`config.mk`:
```
export PLATFORM = sky130hd
export DESIGN_NAME = multicycle_main_fsm
export DESIGN_NICKNAME = d
export VERILOG_FILES = /design/src/rtl/multicycle_main_fsm.sv
export SDC_FILE = /design/constraint.sdc
export NUM_CORES = 1
export LEC_CHECK = 0
export CAP_MARGIN = 20
export CORE_ASPECT_RATIO = 1.5
export CORE_MARGIN = 10
export CORE_UTILIZATION = 42
export DETAILED_ROUTE_END_ITERATION = 12
export PLACE_DENSITY = 0.87
export SYNTH_ARGS = -nofsm -noshare
export SYNTH_HDL_FRONTEND = slang
export SYNTH_SLANG_ARGS = --single-unit
```
`constraint.sdc`:
```
create_clock -name clk -period 2 [get_ports clk]
set_input_delay 0.4 -clock clk [delete_from_list [all_inputs] [get_ports clk]]
set_output_delay 0.4 -clock clk [all_outputs]
set_load 0.03 [all_outputs]
```
`src/rtl/multicycle_main_fsm.sv`:
```
// Multicycle RV32I control FSM: sequences fetch/decode/execute/writeback, drives datapath
// selects and strobes, with optional memory wait handshake, illegal trap and retire counter.
module multicycle_main_fsm #(
  parameter bit          MEM_WAIT = 1'b0,
  parameter bit          EN_ITYPE = 1'b1,
  parameter bit          EN_JAL   = 1'b1,
  parameter int unsigned CNT_W    = 32
) (
  input  logic             clk,
  input  logic             reset,
  input  logic [6:0]       op,
  input  logic             memReady,
  output logic             pcUpdate,
  output logic             branch,
  output logic             regWrite,
  output logic             memWrite,
  output logic             irWrite,
  output logic             adrSrc,
  output logic [1:0]       resultSrc,
  output logic [1:0]       aluSrcA,
  output logic [1:0]       aluSrcB,
  output logic [1:0]       aluOp,
  output logic [1:0]       immSrc,
  output logic             memReq,
  output logic             illegal,
  output logic [3:0]       state,
  output logic [CNT_W-1:0] instret
);

  localparam logic [6:0] OP_LW    = 7'b0000011;
  localparam logic [6:0] OP_SW    = 7'b0100011;
  localparam logic [6:0] OP_RTYPE = 7'b0110011;
  localparam logic [6:0] OP_ITYPE = 7'b0010011;
  localparam logic [6:0] OP_JAL   = 7'b1101111;
  localparam logic [6:0] OP_BEQ   = 7'b1100011;

  typedef enum logic [3:0] {
    S_FETCH    = 4'd0,
    S_DECODE   = 4'd1,
    S_MEMADR   = 4'd2,
    S_MEMREAD  = 4'd3,
    S_MEMWB    = 4'd4,
    S_MEMWRITE = 4'd5,
    S_EXECR    = 4'd6,
    S_ALUWB    = 4'd7,
    S_EXECI    = 4'd8,
    S_JAL      = 4'd9,
    S_BEQ      = 4'd10,
    S_TRAP     = 4'd11
  } state_e;

  state_e           state_q, state_d;
  logic [CNT_W-1:0] instret_q;
  logic             retire_c;
  logic             mem_done_c;

  // Without the wait handshake every memory access finishes in its first cycle.
  assign mem_done_c = memReady | ~MEM_WAIT;

  always_ff @(posedge clk) begin
    if (reset) begin
      state_q   <= S_FETCH;
      instret_q <= '0;
    end else begin
      state_q <= state_d;
      if (retire_c) instret_q <= instret_q + CNT_W'(1);
    end
  end

  always_comb begin
    state_d   = state_q;
    retire_c  = 1'b0;
    pcUpdate  = 1'b0;
    branch    = 1'b0;
    regWrite  = 1'b0;
    memWrite  = 1'b0;
    irWrite   = 1'b0;
    adrSrc    = 1'b0;
    resultSrc = 2'b00;
    aluSrcA   = 2'b00;
    aluSrcB   = 2'b00;
    aluOp     = 2'b00;
    memReq    = 1'b0;
    illegal   = 1'b0;
    immSrc    = 2'b00;

    case (state_q)
      S_FETCH: begin
        irWrite   = mem_done_c;
        pcUpdate  = mem_done_c;
        aluSrcB   = 2'b10;
        resultSrc = 2'b10;
        memReq    = 1'b1;
        if (mem_done_c) state_d = S_DECODE;
      end
      S_DECODE: begin
        aluSrcA = 2'b01;
        aluSrcB = 2'b01;
        case (op)
          OP_LW, OP_SW: state_d = S_MEMADR;
          OP_RTYPE:     state_d = S_EXECR;
          OP_ITYPE:     state_d = EN_ITYPE ? S_EXECI : S_TRAP;
          OP_JAL:       state_d = EN_JAL ? S_JAL : S_TRAP;
          OP_BEQ:       state_d = S_BEQ;
          default:      state_d = S_TRAP;
        endcase
      end
      S_MEMADR: begin
        aluSrcA = 2'b10;
        aluSrcB = 2'b01;
        state_d = (op == OP_LW) ? S_MEMREAD : S_MEMWRITE;
      end
      S_MEMREAD: begin
        adrSrc = 1'b1;
        memReq = 1'b1;
        if (mem_done_c) state_d = S_MEMWB;
      end
      S_MEMWB: begin
        resultSrc = 2'b01;
        regWrite  = 1'b1;
        state_d   = S_FETCH;
        retire_c  = 1'b1;
      end
      S_MEMWRITE: begin
        adrSrc   = 1'b1;
        memWrite = mem_done_c;
        memReq   = 1'b1;
        if (mem_done_c) begin
          state_d  = S_FETCH;
          retire_c = 1'b1;
        end
      end
      S_EXECR: begin
        aluSrcA = 2'b10;
        aluOp   = 2'b10;
        state_d = S_ALUWB;
      end
      S_EXECI: begin
        aluSrcA = 2'b10;
        aluSrcB = 2'b01;
        aluOp   = 2'b10;
        state_d = S_ALUWB;
      end
      S_ALUWB: begin
        regWrite = 1'b1;
        state_d  = S_FETCH;
        retire_c = 1'b1;
      end
      S_BEQ: begin
        aluSrcA  = 2'b10;
        aluOp    = 2'b01;
        branch   = 1'b1;
        state_d  = S_FETCH;
        retire_c = 1'b1;
      end
      S_JAL: begin
        aluSrcA  = 2'b01;
        aluSrcB  = 2'b10;
        pcUpdate = 1'b1;
        state_d  = S_ALUWB;
      end
      S_TRAP: begin
        illegal = 1'b1;
        state_d = S_FETCH;
      end
      default: state_d = S_FETCH;
    endcase

    // Reset silences every strobe and parks the selects at their fetch values.
    if (reset) begin
      pcUpdate  = 1'b0;
      branch    = 1'b0;
      regWrite  = 1'b0;
      memWrite  = 1'b0;
      irWrite   = 1'b0;
      memReq    = 1'b0;
      illegal   = 1'b0;
      adrSrc    = 1'b0;
      resultSrc = 2'b10;
      aluSrcA   = 2'b00;
      aluSrcB   = 2'b10;
      aluOp     = 2'b00;
    end

    case (op)
      OP_SW:   immSrc = 2'b01;
      OP_BEQ:  immSrc = 2'b10;
      OP_JAL:  immSrc = 2'b11;
      default: immSrc = 2'b00;
    endcase
  end

  assign state   = 4'(state_q);
  assign instret = instret_q;

endmodule

```
=== Word level (Yosys, flattened, before mapping) ===
Cells that the tools add are included.

* Memory bits (writable): 0
* Memory bits (read-only): 0
* Register bits after elaboration: 36
* Word-level logic and storage cells: 61
* Memories kept: 0
* Output and inout bits: 54
* Input port bits: 10
* Latch bits: 0

* Bitwise logic cells: 0
* Eq/ne operators: 17
* Add/sub/neg operators: 1
* Shift operators: 0
* Muxes and demuxes: 29
* Div/mod/pow operators: 0
* Reduce and logical (&&, ||, !) cells: 12
* Order comparisons: 0
* $mul: 0

{| class="wikitable"
|+ Operators with widths
! cell !! number
|-
| $pmux 4 s5 || 2
|-
| $add 32x1->32 const B || 1
|-
| $mux 1 || 17
|-
| $eq 4x3->1 const B || 4
|-
| $eq 4x4->1 const B || 4
|-
| $pmux 2 s2 || 4
|-
| $eq 7x6->1 const B || 2
|-
| $eq 7x7->1 const B || 2
|-
| $reduce_or 2->1 || 6
|-
| $reduce_or 3->1 || 3
|-
| $eq 4x2->1 const B || 2
|-
| $mux 2 || 4
|-
| $reduce_or 4->1 || 2
|-
| $eq 7x2->1 const B || 1
|-
| $eq 7x5->1 const B || 1
|-
| $pmux 2 s3 || 1
|-
| $eq 4x1->1 const B || 1
|-
| $logic_not 4->1 || 1
|-
| $mux 3 || 1
|}

=== Logic depth before layout (Yosys ltp) ===
* Depth after elaboration: 4
* Depth in mapped cells: 7
* Depth with buffers taken out: 6

=== Worst setup path after synthesis ===
No wires, ideal clock.

* Path type: register to output
* From: reg state_q[1], in the netlist state[1]
* To: out aluSrcA[1]
* Data arrival time: 2509 ps
* Path buffers: 1
* Cell stages (with the launch flop): 4
* Required time: 1600 ps
* Slack: -909 ps
* Cells stage by stage: dfxtp_1 clkbuf_1 nor2_1 a2111oi_0

* Word-level cells in the longest chain between the ends: 4
* Elaborated cells between the ends (all ways): 10
* Classes of those cells: eq/ne (6); mux (2); reduce/logical (2)

{| class="wikitable"
|+ Ends and longest elaborated chain
! item !! RTL line !! source
|-
| from (decl) || 52 || <nowiki>state_e state_q, state_d;</nowiki>
|-
| from (signal assigned) || 65 || <nowiki>state_q <= state_d;</nowiki>
|-
| $eq 4x4->1 (tied with other cells) || 87 || <nowiki>case (state_q)</nowiki>
|-
| $reduce_or 4->1 (no line) or $reduce_or 2->1 (tied branches) || -- ||
|-
| $pmux 2 s2 * || 87 ||
|-
| $mux 2 * || 170 || <nowiki>if (reset) begin</nowiki>
|-
| to (decl) || 20 || <nowiki>output logic [1:0] aluSrcA,</nowiki>
|}

Every way passes the cells marked *; elsewhere a longest branch is shown, timed or not.

=== Final worst setup path ===
* From: reg state_q[1], in the netlist state[1]
* To: reg instret_q[17], in the netlist instret[17]

* Word-level cells in the longest chain between the ends: 3
* Elaborated cells between the ends (all ways): 6
* Classes of those cells: eq/ne (4); mux (1); reduce/logical (1)

{| class="wikitable"
|+ Ends and longest elaborated chain
! item !! RTL line !! source
|-
| $eq 4x3->1 or $eq 4x4->1 (tied branches) || 87 ||
|-
| $reduce_or 4->1 (no line) * || -- ||
|-
| $mux 1 * || -- ||
|-
| to (signal assigned) || 66 || <nowiki>if (retire_c) instret_q <= instret_q + CNT_W'(1);</nowiki>
|-
| to (decl) || 53 || <nowiki>logic [CNT_W-1:0] instret_q;</nowiki>
|}

Marked as above.
A chain may end at the register's enable or synchronous reset.

==> impl_metrics.ini <==
[finish]
stdcell_count = 414
mostFrequentLayoutCells = 45 x buf_4, 38 x clkdlybuf4s50_1, 31 x nor2_1
fillers = 439
fin_area_mm2 = 0.00314
multiInputGateArea_mm2 = 0.00136
nNetsFinal = 358
syn2layout_area_growth_pct = 52.4
diodes = 0
drive_gt1_frac = 0.253
final_common_cell = buf_4
seq_area_um2 = 728

[placement]
dp_cells = 402
post-dp-hpwl_um = 4790
routabilityCongestion = 0.945
port_buffers = 62
place_area_mm2 = 0.00291

[worst_hold_path]
holdCritStartpoint = instret[26]
hold_class = reg -> reg

[timing]
min_period_ps = 1940
rsz0062_at_grt = true
worst_pin_slew_ps = 392
finalHoldViolations = 0
slew_headroom = 0.736
finalCritPeriodShare = 0.968
fmax_mhz = 516
setup_viol = 0
slew_viol_final = 0
worst_clock_skew_ps = 1.38

[yosys]
ys_async_sr_fraction = 0
avgSynthCellArea_um2 = 7.90
synth_ff_type = dfxtp_1
synth_edf_count = 0
yosysWarnings = 0
ys_types = 45
synth_area_mm2 = 0.00206
netlist_instances = 261
ys_ff_latch = 36
ys_seq_area_frac = 0.350
synth_nets = 272

[die]
io_pins = 64
chipWidth_um = 77.2
rows = 31
core_mm2 = 0.00481
chipHeight_um = 106
die_area_mm2 = 0.00817
initial_utilization = 0.429

[global_route]
grt_overflow = 0
antenna_found_initial = 0
grt_pass1_wl_um = 10600
grt_use_total = 0.153
grt_max_degree = 36
grt_pass1_vias = 2258

[clock_tree]
clock_path_buffers = 2
cts_tree = done
clkTransAtPathRegs_ps = 70
cts_htree_levels = 2
clock-sinks = 36
cts_buffers = 5
cts-root-buf = clkbuf_8
clock_latency_ps = 280
hold_buffers = 0

[setup_path]
crit_required_ps = 2220
crit_fanout = 5
crit_start = state[1]
crit_path_end_kind = register
startpoint_type = register
critPathArrivalTime_ps = 2150
rr_startpoint = state[1]
path_class = reg -> reg

[job]
maxCapViolations = 0

[routing]
drtAntennaViolNets = 0
wl_um = 6760
via_per_inst = 5.56
wire_per_inst_um = 16.3
drc = 0
first_pass_iters = 4
first_iter_violations = 127
dr_total_vias = 2303

[pwr]
powerDensity_mw_per_mm2 = 770
ir_worst_vdd_mv = 0.486
p_leak_nw = 1.21

[run_status]
status = finished clean
[flip-flops by register name, indices dropped and copies added, names as in the netlist]
register	count
instret	32
state	4
[layer usage]
metal  global-route usage  wire length, um  up-vias
li1                     -                -     1112
met1                0.160             2570     1098
met2                0.279             3680       83
met3               0.0493              421       10
met4               0.0471               90        0
met5                    0                0        -
[per-stage QoR]
| step | power (mW) | TNS (ps) | utilization | setup WS, ps | hold slack (ps) |
|---|---|---|---|---|---|
| finish | 2.42 | 0 | 0.653 | 63.1 | 493 |
| global route | 2.55 | -127 | 0.653 | -36.9 | 516 |
| CTS | 2.37 | -69.8 | 0.634 | -69.8 | 496 |
| detailed placement | 1.83 | -1380 | 0.605 | -379 | 487 |
| global placement | 1.80 | -999 | 0.605 | -347 | 470 |
| floorplan | 1.45 | -138 | - | -138 | 559 |
[cell families (layout without fill, tap and decap cells)]
logic type	after synthesis	count (layout)	synth area share
simple gates	140	140	0.364
flops	36	36	0.350
buf+inv	21	108	0.0449
compound gates	37	37	0.115
mux	5	5	0.0316
fa+ha+maj	1	1	0.00607
xor+xnor	21	21	0.0892
[synth_stat cells, types with 3 or more instances]
library cell / count / area [um^2]
inv_1: 4 / 15.0
nor2b_1: 5 / 31.3
o21ai_0: 9 / 45.0
nand2_1: 21 / 78.8
xnor2_1: 6 / 52.6
and3_1: 3 / 18.8
nand3_1: 13 / 65.1
nor3_1: 10 / 50.1
dfxtp_1: 36 / 721
nand2b_1: 6 / 37.5
o31ai_1: 5 / 37.5
and2_1: 4 / 25.0
xor2_1: 15 / 131
clkbuf_1: 10 / 37.5
or3_1: 7 / 43.8
nor4_1: 4 / 25.0
a21oi_1: 12 / 60.1
or4_1: 6 / 45.0
nor2_1: 34 / 128
buf_1: 3 / 11.3
and4_1: 4 / 35.0
nand4_1: 16 / 100
[report_power, final]
group	switching (mW)	internal, mW
Sequential	0.0372	0.755
Combinational	0.640	0.462
Clock	0.245	0.281
Total	0.922	1.50
[worst max-delay path, stage by stage (launching register included)]
cell and delay, ps:
dfxtp_1 340, buf_4 150, nand2b_4 100, mux2i_4 360, nand3_2 200, or4_1 550
a21oi_1 160
[final cells by class]
cell class	instances	share of cell area
repair buffers	96	0.276
inverters	4	0.00478
well taps	66	0.0263
clock buffers	8	0.0287
flip-flops and latches	36	0.232
multi-input cells	204	0.432
[final timing paths]
path / to / slack (ps) / cells after the start
worst max-delay path: instret[17] / 60 / 6
worst min-delay path: instret[26] / 490 / 2
worst max register to register: instret[17] / 60 / 6
worst min register to register: instret[26] / 490 / 2
[repair_timing]
item | CTS | global route
setup buffers | 1 | 3
resized for setup | 14 | 22
gates cloned | 0 | 0
pin swaps | 2 | 4
endpoints found under the setup margin | 9 | 21
Power figures use the tool's default switching activity.
